--- src/rtl/dsp_share_scheduler_if.sv ---
// Requester and DSP-side signal bundle for dsp_share_scheduler.
// master = client/DSP environment, slave = scheduler.
interface dsp_share_scheduler_if #(
    parameter int NUM_REQ = 4,
    parameter int WIDTH   = 16
);
    logic                     hold;
    logic [NUM_REQ-1:0]       req_valid;
    logic [NUM_REQ*WIDTH-1:0] req_a;
    logic [NUM_REQ*WIDTH-1:0] req_b;
    logic [NUM_REQ-1:0]       req_ready;
    logic [WIDTH-1:0]         dsp_a;
    logic [WIDTH-1:0]         dsp_b;
    logic                     dsp_issue;
    logic [WIDTH-1:0]         dsp_p;
    logic [NUM_REQ-1:0]       rsp_valid;
    logic [WIDTH-1:0]         rsp_data;
    logic                     busy;

    modport master (
        output hold, req_valid, req_a, req_b, dsp_p,
        input  req_ready, dsp_a, dsp_b, dsp_issue,
        input  rsp_valid, rsp_data, busy
    );

    modport slave (
        input  hold, req_valid, req_a, req_b, dsp_p,
        output req_ready, dsp_a, dsp_b, dsp_issue,
        output rsp_valid, rsp_data, busy
    );
endinterface

--- src/rtl/dsp_share_scheduler.sv ---
// Round-robin issue of NUM_REQ requesters onto one pipelined DSP,
// with a tag shadow pipeline routing each result to its requester.
module dsp_share_scheduler #(
    parameter int NUM_REQ    = 4,
    parameter int WIDTH      = 16,
    parameter int PIPE_DEPTH = 2
) (
    input logic                  clk,
    input logic                  rst,
    dsp_share_scheduler_if.slave bus
);
    localparam int IDW = $clog2(NUM_REQ);

    typedef struct packed {
        logic           vld;
        logic [IDW-1:0] id;
    } tag_t;

    logic [IDW-1:0] rr_ptr;
    logic [IDW-1:0] win;
    logic [IDW-1:0] cand;
    logic           found;
    logic           grant;

    // First valid requester after rr_ptr, wrapping modulo NUM_REQ.
    always_comb begin
        found = 1'b0;
        win   = '0;
        cand  = '0;
        for (int i = 1; i <= NUM_REQ; i++) begin
            cand = IDW'((int'(rr_ptr) + i) % NUM_REQ);
            if (!found && bus.req_valid[cand]) begin
                found = 1'b1;
                win   = cand;
            end
        end
    end

    assign grant = found & ~bus.hold & ~rst;

    always_comb begin
        bus.req_ready = '0;
        bus.dsp_a     = '0;
        bus.dsp_b     = '0;
        if (grant) begin
            bus.req_ready[win] = 1'b1;
            bus.dsp_a = bus.req_a[win*WIDTH +: WIDTH];
            bus.dsp_b = bus.req_b[win*WIDTH +: WIDTH];
        end
    end

    assign bus.dsp_issue = grant;
    assign bus.rsp_data  = bus.dsp_p;

    always_ff @(posedge clk or posedge rst) begin
        if (rst) begin
            rr_ptr <= IDW'(NUM_REQ - 1);
        end else if (grant) begin
            rr_ptr <= win;
        end
    end

    generate
        if (PIPE_DEPTH == 0) begin : g_comb
            assign bus.rsp_valid = bus.req_ready;
            assign bus.busy      = 1'b0;
        end else begin : g_pipe
            tag_t stg [PIPE_DEPTH];

            always_ff @(posedge clk or posedge rst) begin
                if (rst) begin
                    for (int i = 0; i < PIPE_DEPTH; i++) begin
                        stg[i] <= '0;
                    end
                end else begin
                    stg[0] <= '{vld: grant, id: win};
                    for (int i = 1; i < PIPE_DEPTH; i++) begin
                        stg[i] <= stg[i-1];
                    end
                end
            end

            always_comb begin
                bus.busy = 1'b0;
                for (int i = 0; i < PIPE_DEPTH; i++) begin
                    bus.busy = bus.busy | stg[i].vld;
                end
            end

            always_comb begin
                bus.rsp_valid = '0;
                if (stg[PIPE_DEPTH-1].vld) begin
                    bus.rsp_valid[stg[PIPE_DEPTH-1].id] = 1'b1;
                end
            end
        end
    endgenerate
endmodule

--- src/flat_wrapper.sv ---
// flat-port wrapper written by rule: the top's interface ports become plain ports
module dsp_share_scheduler_flat 
#(
    parameter int NUM_REQ    = 4,
    parameter int WIDTH      = 16,
    parameter int PIPE_DEPTH = 2
)
  (clk, rst, bus_hold, bus_req_valid, bus_req_a, bus_req_b, bus_dsp_p, bus_req_ready, bus_dsp_a, bus_dsp_b, bus_dsp_issue, bus_rsp_valid, bus_rsp_data, bus_busy);
  dsp_share_scheduler_if #(.NUM_REQ(NUM_REQ), .WIDTH(WIDTH)) bus_i ();
  input logic clk;
  input logic rst;
  input wire logic [$bits(bus_i.hold)-1:0] bus_hold;
  input wire logic [$bits(bus_i.req_valid)-1:0] bus_req_valid;
  input wire logic [$bits(bus_i.req_a)-1:0] bus_req_a;
  input wire logic [$bits(bus_i.req_b)-1:0] bus_req_b;
  input wire logic [$bits(bus_i.dsp_p)-1:0] bus_dsp_p;
  output wire logic [$bits(bus_i.req_ready)-1:0] bus_req_ready;
  output wire logic [$bits(bus_i.dsp_a)-1:0] bus_dsp_a;
  output wire logic [$bits(bus_i.dsp_b)-1:0] bus_dsp_b;
  output wire logic [$bits(bus_i.dsp_issue)-1:0] bus_dsp_issue;
  output wire logic [$bits(bus_i.rsp_valid)-1:0] bus_rsp_valid;
  output wire logic [$bits(bus_i.rsp_data)-1:0] bus_rsp_data;
  output wire logic [$bits(bus_i.busy)-1:0] bus_busy;
  assign bus_i.hold = bus_hold;
  assign bus_i.req_valid = bus_req_valid;
  assign bus_i.req_a = bus_req_a;
  assign bus_i.req_b = bus_req_b;
  assign bus_i.dsp_p = bus_dsp_p;
  assign bus_req_ready = bus_i.req_ready;
  assign bus_dsp_a = bus_i.dsp_a;
  assign bus_dsp_b = bus_i.dsp_b;
  assign bus_dsp_issue = bus_i.dsp_issue;
  assign bus_rsp_valid = bus_i.rsp_valid;
  assign bus_rsp_data = bus_i.rsp_data;
  assign bus_busy = bus_i.busy;
  dsp_share_scheduler #(.NUM_REQ(NUM_REQ), .WIDTH(WIDTH), .PIPE_DEPTH(PIPE_DEPTH)) u_core (.clk(clk), .rst(rst), .bus(bus_i));
endmodule
--- config.mk ---
export PLATFORM = sky130hd
export DESIGN_NAME = dsp_share_scheduler_flat
export DESIGN_NICKNAME = d
export VERILOG_FILES = /design/src/rtl/dsp_share_scheduler_if.sv /design/src/rtl/dsp_share_scheduler.sv /design/src/flat_wrapper.sv
export SDC_FILE = /design/constraint.sdc
export NUM_CORES = 1
export LEC_CHECK = 0
export BUFFER_PORTS_ARGS = -buffer_cell sky130_fd_sc_hd__buf_4
export CORE_AREA = 2 2 81 83
export CTS_BUF_LIST = sky130_fd_sc_hd__clkbuf_8
export DETAILED_ROUTE_END_ITERATION = 7
export DIE_AREA = 0 0 83 85
export PLACE_DENSITY = 0.79
export SLEW_MARGIN = 40
export SYNTH_ARGS = -nofsm -noshare
export SYNTH_HDL_FRONTEND = slang
export SYNTH_SLANG_ARGS = --single-unit
export TNS_END_PERCENT = 20
--- constraint.sdc ---
create_clock -name clk -period 2.6 [get_ports clk]
set_clock_uncertainty 0.2 [all_clocks]
set_input_delay 0.52 -clock clk [delete_from_list [all_inputs] [get_ports clk]]
set_output_delay 0.52 -clock clk [all_outputs]
set_load 0.02 [all_outputs]
==> results of run 1 <==
worst max-delay path, delay by kind of cell, from the launching register on:
family,cells,cell delay [ns]
DFF,1,0.54
buffers and inverters,3,0.46
AOI/OAI and AO/OA,2,0.32
muxes,1,0.23
and+or+nand+nor,1,0.13
final cells by class:
class                   count  area [µm²]
inverters                   3        11.3
multi-input cells         130        1170
flip-flops and latches      8         203
repair buffers            198        1640
fillers                   588        3040
well taps                  77        96.3
clock buffers               3        41.3
clock inverters             1        3.75
flip-flops by register name, indices dropped and copies added (netlist names):
name,count
u_core.g_pipe.stg,6
u_core.rr_ptr,2
what timing repair did:
item	4_1_cts	5_1_grt
gates resized for setup	9	23
pin swaps	2	7
buffers inserted	3	6
hold buffers	0	0
cloned	3	4
endpoints found under the setup margin	29	35
through the flow:
stage	hold WS [ns]	setup TNS [ns]	utilization (%)	setup WS, ns	cell area (µm²)
floorplan	0.131	0	-	0.0987	1510
global placement	0.131	0	45.3	0.0413	2810
detailed placement	0.140	0	45.3	0.00308	2810
CTS	0.0551	-1.34	48.0	-0.0757	2980
global route	0.0807	-2.41	51.0	-0.0957	3170
finish	0.0557	-0.198	51.0	-0.0349	3170
power by group:
group	internal [mW]	total [mW]	leakage, nW	switching, mW
Combinational	0.609	1.08	1.56	0.469
Sequential	0.155	0.174	0.0938	0.0192
Clock	0.102	0.148	0.0269	0.0457
Total	0.866	1.40	1.68	0.534
cell families after synthesis:
kind of cell / synth area share (%)
muxes: 42.5
buffers and inverters: 16.0
DFF: 13.4
AOI/OAI and AO/OA: 18.9
and+or+nand+nor: 9.13
per-layer routing:
metal	share of wire, %	global-route usage (%)
met1	39	19.7
met2	53	31.0
met3	6.9	3.21
met4	0.59	3.28
met5	0	0
final timing paths:
path | startpoint | endpoint | slack (ns) | depth (start not counted)
max | u_core.rr_ptr[0]$_DFFE_PP1P_ | bus_dsp_b[7] | -0.03 | 7
min | rst | u_core.g_pipe.stg[3]$_DFF_PP0_ | 0.06 | 2
max reg2reg | u_core.rr_ptr[0]$_DFFE_PP1P_ | u_core.rr_ptr[1]$_DFFE_PP1P_ | 0.92 | 6
min reg2reg | u_core.g_pipe.stg[3]$_DFF_PP0_ | u_core.g_pipe.stg[0]$_DFF_PP0_ | 0.15 | 0
max in group asynchronous | rst | u_core.rr_ptr[1]$_DFFE_PP1P_ | 1.87 | 2
min in group clk | u_core.g_pipe.stg[3]$_DFF_PP0_ | u_core.g_pipe.stg[0]$_DFF_PP0_ | 0.15 | 0
cell usage in the layout (no fill, tap or decap), drive strengths merged:
cell / count
a211oi: 1
dfstp: 2
o22ai: 32
clkbuf: 6
o21a: 2
o31ai: 1
and2: 1
nor3: 3
and3: 2
or2: 2
mux2i: 64
nand2: 2
or3: 1
nor2b: 2
and3b: 1
o221a: 1
o21ai: 2
o211ai: 1
nand2b: 2
nor2: 7
inv: 4
dfrtp: 6
nor3b: 1
a21boi: 1
a21oi: 1
buf: 195
synthesized netlist by cell type:
library cell / number
nor2b_1: 1
nor3_1: 3
or2_2: 1
nand2b_4: 1
a21oi_1: 1
and2_1: 1
nand2_1: 2
buf_8: 3
nor2b_2: 1
clkbuf_1: 2
or3_1: 1
nor3b_1: 1
or2_1: 1
o31ai_2: 1
o221a_1: 1
nor2_1: 7
buf_2: 4
and3b_1: 1
a211oi_1: 1
and3_1: 2
dfstp_2: 2
o21a_1: 2
o211ai_2: 1
buf_4: 21
mux2i_1: 64
o22ai_1: 32
dfrtp_1: 6
nand2b_1: 1
o21ai_1: 2
inv_1: 3
a21boi_2: 1
==> impl_results.md, run 1 <==
* Run status: complete, but fails checks
* Failing checks: negative setup slack
* Vias per Instance at roughly 4.8
* Placement row count at 29
* Post-route insts no fill at 420
* TritonCTS Sinks at 8
* Peak VDD IR at 0.000278 V
* RSZ-0062 raised after global routing: true
* Critical Path AT at 1.91 ns
* Io pins at 209
* CTS tree: yes
* CP cell instances: nand2b_4, o221a_4, buf_12, buf_12, mux2i_2, o22ai_1, buf_4
* Sequential share of the synthesized area at 13.4%
* Largest stage delay, worst path at between 0.5 and 0.6 ns
* CP most frequent cell: buf_12
* WP data required at about 1.9 ns
* Placed wire-length estimate at 4980 µm
* Max cap viols at 0
* Transition time of the tightest slew-check pin at between 0.4 and 0.5 ns
* Clock Latency Late Sink at 0.22 ns
* Worst hold path type: in2async
* Syn Area/Cell at around 9 µm²
* Final-report hold violation count at 0
* Fmax at 380 MHz
* # placed instances at 402
* Grt ovf at 0
* CP max-delay cell: dfstp_2
* Clk buf depth at 2
* Via count at 2009
* Synth area leaders: mux2i_1 (42%), o22ai_1 (13%), buf_4 (10%)
* Initial DRC Count at 33
* Routed len/inst at 16.2 µm
* Core Area at a little over 6000 µm²
* Post-DRT Antenna Nets at 0
* Worst-path maximum fanout at 8
* Area grow syn2layout at 110%
* Mapped Cells at 171
* DR DRC count at 0
* Pwr Density at 442 nW/µm²
* Slew headroom at 70.9%
* Clock slew seen by the registers of the worst setup and hold paths at approximately 0.040 ns
* Worst Setup Slack, final at -0.0349 ns
* Synth area leader: mux2i_1
* Initial antenna violation count at 0
* Flops & latches, synth at 8
* Vias in the first global route at 2058
* Chip height at 85 µm
* H-tree depth at 1
* Drt total wl at about 6800 µm
* Top cell type's share of synthesized area at 42.5%
* Die X at 83 µm
* LEAKAGE at 1.68 nW
* CTS Buf Count at 3
* Total die area at 7060 µm²
* Initial Utilization at 24.3%
* Ant. Diodes at 0
* Yosys cell types at 31
* Clock Tree Root: clkbuf_8
* Largest net degree at the start of global routing at 33
* Syn_nets at 322
* RD Place Congestion at 0.769
* Final setup violation count at 15
* Type of the worst setup path: reg2out
* Final Slew Violations at 0
* Pwr Total at 1.40 mW
* Total track usage at 16.6%
* Tmin final at about 2.6 ns
* Fin crit share at 101%
* Global-route wire length before repair at 9880 µm
* Iteration count of the initial detailed-routing pass at 4
* Buffers on Ports at between 150 and 200
* Worst setup SP type: flip-flop
* Mapped Area at approximately 1500 µm²
* Final net count at 495
* Synth warnings at 0
* Share of cells above drive strength 1 at 65.6%
* Crit path capture type: output port
(Power assumes the default switching activity.)
==> run 2, diff against run 1 <==
- ABC_AREA: unset -> 1
- CORE_AREA: 2 2 81 83 -> unset
- CORE_ASPECT_RATIO: unset -> 0.9
- CORE_MARGIN: unset -> 2
- CORE_UTILIZATION: unset -> 38
- DIE_AREA: 0 0 83 85 -> unset
- PLACE_DENSITY: 0.79 -> 0.92
==> run 2 against run 1 <==
Effect of this change: the flow still finishes with violations (negative setup slack); sequential power grew 41%; first-iteration DRC count grew to 6.6 times the previous value; total power grew to 6.4 times the previous value; non-clock buffer count grew 34; critical path depth grew 10; synthesized area grew 52%; critical path type unchanged; critical endpoint is now bus_dsp_a[7]; highest routed layer unchanged.
==> impl_results.md, run 2 <==
* Run status: complete, but fails checks (unchanged)
* Failing checks: negative setup slack (unchanged)
* CTS Buf Count at 3 (unchanged)
* Crit path capture type: output port (unchanged)
* Via count at 3760 (was 2009)
* Clock Latency Late Sink at 0.23 ns (was 0.22 ns)
* Worst reg2reg setup slack at 0.07 ns (was 0.92 ns)
* Mapped Cells at 427 (was 171)
* Placed wire-length estimate at 7070 µm (was 4980 µm)
* Transition time of the tightest slew-check pin at 0.285 ns (was 0.433 ns)
* Syn_nets at 578 (was 322)
* Final net count at 761 (was 495)
* Placed Area at 3820 µm² (was 2810 µm²)
* TritonCTS Sinks at 8 (unchanged)
* Worst hold path type: reg2reg (was in2async)
* Vias per Instance at 5.55 (was 4.78)
* Peak VDD IR at 0.000943 V (was 0.000278 V)
* Critical Path AT at 2.56 ns (was 1.91 ns)
* Routed len/inst at 16.6 µm (was 16.2 µm)
* Initial antenna violation count at 0 (unchanged)
* Clock Tree Root: clkbuf_8 (unchanged)
* CP max-delay cell: dfstp_2 (unchanged)
* Flops & latches, synth at 8 (unchanged)
* Worst-path maximum fanout at 8 (unchanged)
* RD Place Congestion at 0.890 (was 0.769)
* Yosys cell types at 25 (was 31)
* Global-route wire length before repair at 16300 µm (was 9880 µm)
* Register area at 203 µm² (unchanged)
* CP most frequent cell: nand2_4 (was buf_12)
* Ant. Diodes at 0 (unchanged)
* Fin util at 77.0% (was 51.0%)
* H-tree depth at 1 (unchanged)
* LEAKAGE at 2.37 nW (was 1.68 nW)
* Worst setup SP type: flip-flop (unchanged)
* Largest net degree at the start of global routing at 32 (was 33)
* Biggest regs: u_core.g_pipe.stg (6), u_core.rr_ptr (2) (unchanged)
* Most frequent cells in the layout: nand2_1 (198), buf_4 (186), nand4_1 (64), a21oi_2 (26), nand2_2 (25) (was buf_4 (183), mux2i_1 (53), o22ai_1 (31), mux2i_2 (9), nor2_1 (7))
* Footprint of the multi-input gates at 1900 µm² (was 1170 µm²)
* DR DRC count at 0 (unchanged)
* Worst Setup Slack, final at -0.678 ns (was -0.0349 ns)
* Die X at 85.9 µm (was 83 µm)
* Number of flip-flops in the largest register at 6 (unchanged)
* Setup_tns at -22.84 ns (was -0.198 ns)
* Final Slew Violations at 0 (unchanged)
* Buffers on Ports at 176 (unchanged)
* Total track usage at 29.6% (was 16.6%)
* Syn Area/Cell at 5.37 µm² (was 8.82 µm²)
* Initial DRC Count at 219 (was 33)
* Fmax at 305 MHz (was 380 MHz)
* CP top delay family: simple AND/OR/NAND/NOR gates (was flip-flops)
* Placement row count at 26 (was 29)
* Synth area leader: nand2_1 (was mux2i_1)
* Core Area at 5760 µm² (was 6200 µm²)
* Pwr Total at 8.91 mW (was 1.40 mW)
* Synth area leaders: nand2_1 (37%), nand4_1 (17%), buf_4 (8.5%) (was mux2i_1 (42%), o22ai_1 (13%), buf_4 (10%))
* Biggest register: u_core.g_pipe.stg (unchanged)
* Synth warnings at 0 (unchanged)
* Number of synthesized flops with an enable pin at 0 (unchanged)
* Max cap viols at 0 (unchanged)
* Pwr Density at 2010 nW/µm² (was 442 nW/µm²)
* Top cells by count, synth: nand2_1 (226), nand4_1 (64), buf_4 (26), buf_2 (20), a21oi_1 (17) (was mux2i_1 (64), o22ai_1 (32), buf_4 (21), nor2_1 (7), dfrtp_1 (6))
* Final-report hold violation count at 0 (unchanged)
* Mapped Area at 2290 µm² (was 1510 µm²)
* Sequential share of the synthesized area at 8.83% (was 13.4%)
* Ys flop type: dfrtp_1 (unchanged)
* Fill cells at 402 (was 588)
* Grt ovf at 0 (unchanged)
* Iteration count of the initial detailed-routing pass at 5 (was 4)
* Chip height at 77.7 µm (was 85 µm)
* Hold bufs inserted after CTS at 0 (unchanged)
* Share of cells above drive strength 1 at 52.5% (was 65.6%)
* Initial Utilization at 39.9% (was 24.3%)
* Slew headroom at 80.9% (was 70.9%)
* WP data required at 1.88 ns (about the same)
* Total die area at 6680 µm² (was 7060 µm²)
* Largest stage delay, worst path at 0.60 ns (was 0.54 ns)
* Area grow syn2layout at 93.1% (was 110%)
* Post-DRT Antenna Nets at 0 (unchanged)
* Design Area, Final at 4430 µm² (was 3170 µm²)
* Worst Path Buf+Inv at 5 (was 3)
* Clk buf depth at 2 (unchanged)
* Clock slew seen by the registers of the worst setup and hold paths at 0.05 ns (was 0.04 ns)
* Type of the worst setup path: reg2out (unchanged)
* Top cell type's share of synthesized area at 37.0% (was 42.5%)
* RSZ-0062 raised after global routing: true (unchanged)
* Commonest non-fill, non-tap cell in the layout: nand2_1 (was buf_4)
* FFs w/ async S/R, synth at 100% (unchanged)
* Vias in the first global route at 3472 (was 2058)
* CTS tree: yes (unchanged)
* CP cell instances: inv_4, nand2_2, nand2_2, nand2_2, nand2_4, nand2_4, nand2_4, nand2_4, nand3_4, buf_12, buf_12, buf_16, nand2_1, nand2_1, nand2_1, a21oi_2, buf_4 (was nand2b_4, o221a_4, buf_12, buf_12, mux2i_2, o22ai_1, buf_4)
* Tmin final at 3.28 ns (was 2.63 ns)
* Fin crit share at 126% (was 101%)
* Drt total wl at 11200 µm (was 6810 µm)
* Io pins at 209 (unchanged)
* Final setup violation count at 37 (was 15)
* Most frequent cell after synthesis: nand2_1 (was mux2i_1)
-- run 2: changes by cell type after synthesis, sizes merged, moves of 3 or more --
cell,delta
nand2,+228
mux2i,-64
nand4,+64
o22ai,-32
a21oi,+31
buf,+25
inv,+12
nand3,+10
nor2,-4
o21ai,+3
-- run 2: cell type report --
class / count / share of cell area, %
Clock buffer: 3 / 0.932
Inverter: 15 / 1.61
Multi-Input combinational cell: 350 / 43.0
Sequential cell: 8 / 4.57
Tap cell: 70 / 1.98
Timing Repair Buffer: 232 / 47.9
-- run 2: cells by family after synthesis --
family	synth area share (%)
simple gates	61.0
compound gates	11.0
flops	8.83
buf+inv	19.2
-- run 2: path summary, 6_finish.rpt --
kind / start / end / cells past startpoint
worst max-delay path: u_core.rr_ptr[0]$_DFFE_PP1P_ / bus_dsp_a[7] / 17
worst min-delay path: u_core.g_pipe.stg[4]$_DFF_PP0_ / u_core.g_pipe.stg[1]$_DFF_PP0_ / 0
worst max register to register: u_core.rr_ptr[0]$_DFFE_PP1P_ / u_core.rr_ptr[0]$_DFFE_PP1P_ / 16
worst min register to register: u_core.g_pipe.stg[4]$_DFF_PP0_ / u_core.g_pipe.stg[1]$_DFF_PP0_ / 0
max in group asynchronous: rst / u_core.rr_ptr[1]$_DFFE_PP1P_ / 3
min in group asynchronous: rst / u_core.g_pipe.stg[3]$_DFF_PP0_ / 3
-- run 2: worst register-to-register path, delay by kind of cell, from the launching register on --
kind                   cells  cell delay (ns)
AND/OR/NAND/NOR            9             0.86
flip-flops                 1             0.60
buffers and inverters      6             0.69
AO/OA/AOI/OAI              1             0.08
-- run 2: where the power goes --
group | leakage, nW | internal [mW] | switching, mW
Sequential | 0.0947 | 0.193 | 0.0534
Clock | 0.0216 | 0.101 | 0.0512
Combinational | 2.25 | 3.79 | 4.72
Total | 2.37 | 4.08 | 4.83
-- run 2: stage by stage --
step / worst slack [ns] / instances / hold WS, ns
final: -0.678 / 678 / 0.143
after global routing: -0.768 / 678 / 0.168
after CTS: -0.495 / 673 / 0.143
after detailed placement: -0.321 / 654 / 0.135
after global placement: -0.220 / 654 / 0.132
after floorplan: -0.0204 / 427 / 0.131
-- run 2: repair_timing --
item / CTS / global route
buffers inserted: 13 / 4
gates resized for setup: 53 / 25
gates cloned: 3 / 1
setup endpoints to repair: 37 / 38
pin swaps: 21 / 11
-- run 2: layer usage --
metal	part of all wire, %	wire length (µm)	global-route usage, %
met5	0	0	0
met4	2.7	302	8.57
met3	9.3	1050	5.00
met2	51	5690	52.8
met1	37	4200	35.9
==> run 3, diff against run 2 <==
- PLACE_DENSITY: 0.92 -> 0.82
==> run 3 against run 2 <==
Effect of this change: the run still ends with negative setup slack left; register-to-register slack improved by 0.10 ns; wire length grew 20%; critical path depth decreased by 1; global-route usage decreased by 1.6 points; via count increased by 8.1%.
==> impl_results.md, run 3 (synthesis results as in run 2) <==
* LEAKAGE at 2.54 nW (was 2.37 nW)
* Register area at 203 µm² (unchanged)
* Post-Place Setup Slack at -0.247 ns (was -0.321 ns)
* Initial Utilization at 39.9% (unchanged)
* Biggest register: u_core.g_pipe.stg (unchanged)
* Type of the worst setup path: reg2out (unchanged)
* CP most frequent cell: nand2_1 (was nand2_4)
* CP max-delay cell: dfstp_2 (unchanged)
* # placed instances at 647 (was 654)
* Buffers on Ports at 176 (unchanged)
* Transition time of the tightest slew-check pin at 0.274 ns (was 0.285 ns)
* FF-to-FF End: u_core.rr_ptr[0]$_DFFE_PP1P_ (unchanged)
* Number of flip-flops in the largest register at 6 (unchanged)
* WP data required at 1.88 ns (about the same)
* Failing checks: negative setup slack (unchanged)
* Total track usage at 28.0% (was 29.6%)
* Tmin final at 3.40 ns (was 3.28 ns)
* CP cell instances: clkinv_4, buf_6, nand2_4, nand3_1, nand2_1, nand2_4, nand2_4, nand2_8, nand3_4, buf_6, clkbuf_16, nand2_1, nand2_1, nand2_1, a21oi_2, buf_6 (was inv_4, nand2_2, nand2_2, nand2_2, nand2_4, nand2_4, nand2_4, nand2_4, nand3_4, buf_12, buf_12, buf_16, nand2_1, nand2_1, nand2_1, a21oi_2, buf_4)
* Via count at 4065 (was 3760)
* Max layer used: met4 (unchanged)
* Core Area at 5760 µm² (unchanged)
* Reg2Reg Depth at 14 (was 16)
* CP startpoint: u_core.rr_ptr[0]$_DFFE_PP1P_ (unchanged)
* Fin util at 83.4% (was 77.0%)
* Worst Hold Depth at 0 (unchanged)
* Footprint of the multi-input gates at 2010 µm² (was 1900 µm²)
* Post-route insts no fill at 686 (was 678)
* Worst Setup Slack, final at -0.800 ns (was -0.678 ns)
* Critical Path AT at 2.68 ns (was 2.56 ns)
* CTS Buf Count at 3 (unchanged)
* Die X at 85.9 µm (unchanged)
* Worst hold path type: reg2reg (unchanged)
* RD Place Congestion at 0.919 (was 0.890)
* Final-report hold violation count at 0 (unchanged)
* Routed len/inst at 19.7 µm (was 16.6 µm)
* Most frequent cells in the layout: nand2_1 (182), buf_4 (178), nand4_1 (64), nand2_2 (33), buf_6 (28) (was nand2_1 (198), buf_4 (186), nand4_1 (64), a21oi_2 (26), nand2_2 (25))
* Area grow syn2layout at 109% (was 93.1%)
* Fill cells at 345 (was 402)
* Fin crit share at 131% (was 126%)
* Fmax at 294 MHz (was 305 MHz)
* Run status: complete, but fails checks (unchanged)
* Worst R2R Start: u_core.rr_ptr[0]$_DFFE_PP1P_ (unchanged)
* Worst-path maximum fanout at 7 (was 8)
* Clock slew seen by the registers of the worst setup and hold paths at 0.05 ns (about the same)
* Slew headroom at 81.6% (was 80.9%)
* DR DRC count at 0 (unchanged)
* Largest net degree at the start of global routing at 37 (was 32)
* Post-DRT Antenna Nets at 0 (unchanged)
* Drt total wl at 13500 µm (was 11200 µm)
* Worst reg2reg setup slack at 0.17 ns (was 0.07 ns)
* M1 WL at 4850 µm (was 4200 µm)
* Initial DRC Count at 356 (was 219)
* Total die area at 6680 µm² (unchanged)
* Vias per Instance at 5.93 (was 5.55)
* WL met2 at 6490 µm (was 5690 µm)
* Pwr Density at 2060 nW/µm² (was 2010 nW/µm²)
* Chip height at 77.7 µm (unchanged)
* Hold bufs inserted after CTS at 0 (unchanged)
* Critical Path End: bus_dsp_a[9] (was bus_dsp_a[7])
* Final Slew Violations at 0 (unchanged)
* Final net count at 768 (was 761)
* Crit path capture type: output port (unchanged)
* Vias in the first global route at 3429 (was 3472)
* Final setup violation count at 37 (unchanged)
* Grt ovf at 0 (unchanged)
* Routed wl met3 at 1480 µm (was 1050 µm)
* TritonCTS Sinks at 8 (unchanged)
* Share of cells above drive strength 1 at 56.2% (was 52.5%)
* Clk buf depth at 2 (unchanged)
* Initial antenna violation count at 0 (unchanged)
* Global-route wire length before repair at 15600 µm (was 16300 µm)
* Commonest non-fill, non-tap cell in the layout: nand2_1 (unchanged)
* Max cap viols at 0 (unchanged)
* Clock Latency Late Sink at 0.23 ns (about the same)
* H-tree depth at 1 (unchanged)
* Io pins at 209 (unchanged)
* Biggest regs: u_core.g_pipe.stg (6), u_core.rr_ptr (2) (unchanged)
* Peak VDD IR at 0.00119 V (was 0.000943 V)
* Ant. Diodes at 0 (unchanged)
* CTS tree: yes (unchanged)
* Clock Tree Root: clkbuf_8 (unchanged)
* Hold_ws at 0.151 ns (was 0.143 ns)
* Placed wire-length estimate at 6860 µm (was 7070 µm)
* Worst setup SP type: flip-flop (unchanged)
* Placement row count at 26 (unchanged)
* Largest stage delay, worst path at 0.63 ns (was 0.60 ns)
* Iteration count of the initial detailed-routing pass at 6 (was 5)
* RSZ-0062 raised after global routing: true (unchanged)
-- run 3: report_power, final --
group          internal, mW  leakage, nW  total, mW  switching [mW]
clock                 0.103       0.0269      0.159          0.0557
combinational          4.18         2.42       9.48            5.30
sequential            0.193       0.0947      0.248          0.0554
-- run 3: final cells by class --
class / instances / share of cell area (%)
repair buffers: 239 / 49.6
multi-input cells: 350 / 41.8
flip-flops and latches: 8 / 4.22
well taps: 70 / 1.82
inverters: 15 / 1.64
clock buffers: 3 / 0.860
clock inverters: 1 / 0.0781
-- run 3: how the worst min path moves through the flow --
stage                                         from                             end  slack, ns
floorplan           u_core.g_pipe.stg[3]$_DFF_PP0_  u_core.g_pipe.stg[0]$_DFF_PP0_       0.13
global route        u_core.g_pipe.stg[3]$_DFF_PP0_  u_core.g_pipe.stg[0]$_DFF_PP0_       0.15
detailed placement  u_core.g_pipe.stg[3]$_DFF_PP0_  u_core.g_pipe.stg[0]$_DFF_PP0_       0.14
finish              u_core.g_pipe.stg[3]$_DFF_PP0_  u_core.g_pipe.stg[0]$_DFF_PP0_       0.15
CTS                 u_core.g_pipe.stg[3]$_DFF_PP0_  u_core.g_pipe.stg[0]$_DFF_PP0_       0.15
global placement    u_core.g_pipe.stg[4]$_DFF_PP0_  u_core.g_pipe.stg[1]$_DFF_PP0_       0.13
-- run 3: worst max-delay path: cells and delay by family (launching register included) --
| kind | cells | cell delay, ns |
|---|---|---|
| compound gates | 1 | 0.18 |
| simple gates | 10 | 0.94 |
| flops | 1 | 0.63 |
| buf+inv | 5 | 0.69 |
-- run 3: repair_timing --
item / CTS / global route
gates cloned: 3 / 17
setup buffers: 9 / 9
gates resized for setup: 38 / 82
endpoints found under the setup margin: 37 / 37
hold endpoints to repair: 0 / 0
pin swaps: 6 / 27
-- run 3: layer usage --
metal | track usage [%] | vias up
met4 | 5.71 | 0
li1 | - | 1789
met5 | 0 | -
met2 | 51.0 | 337
met1 | 33.4 | 1855
met3 | 5.85 | 84
-- run 3: stage by stage --
stage / TNS, ns / area [µm²] / power (mW)
6_report: -24.45 / 4800 / 9.89
5_1_grt: -27.15 / 4800 / 10.4
4_1_cts: -15.30 / 4160 / 7.83
3_5_place_dp: -6.53 / 3780 / 6.47
3_3_place_gp: -4.46 / 3780 / 6.38
2_1_floorplan: -0.359 / 2410 / 4.85
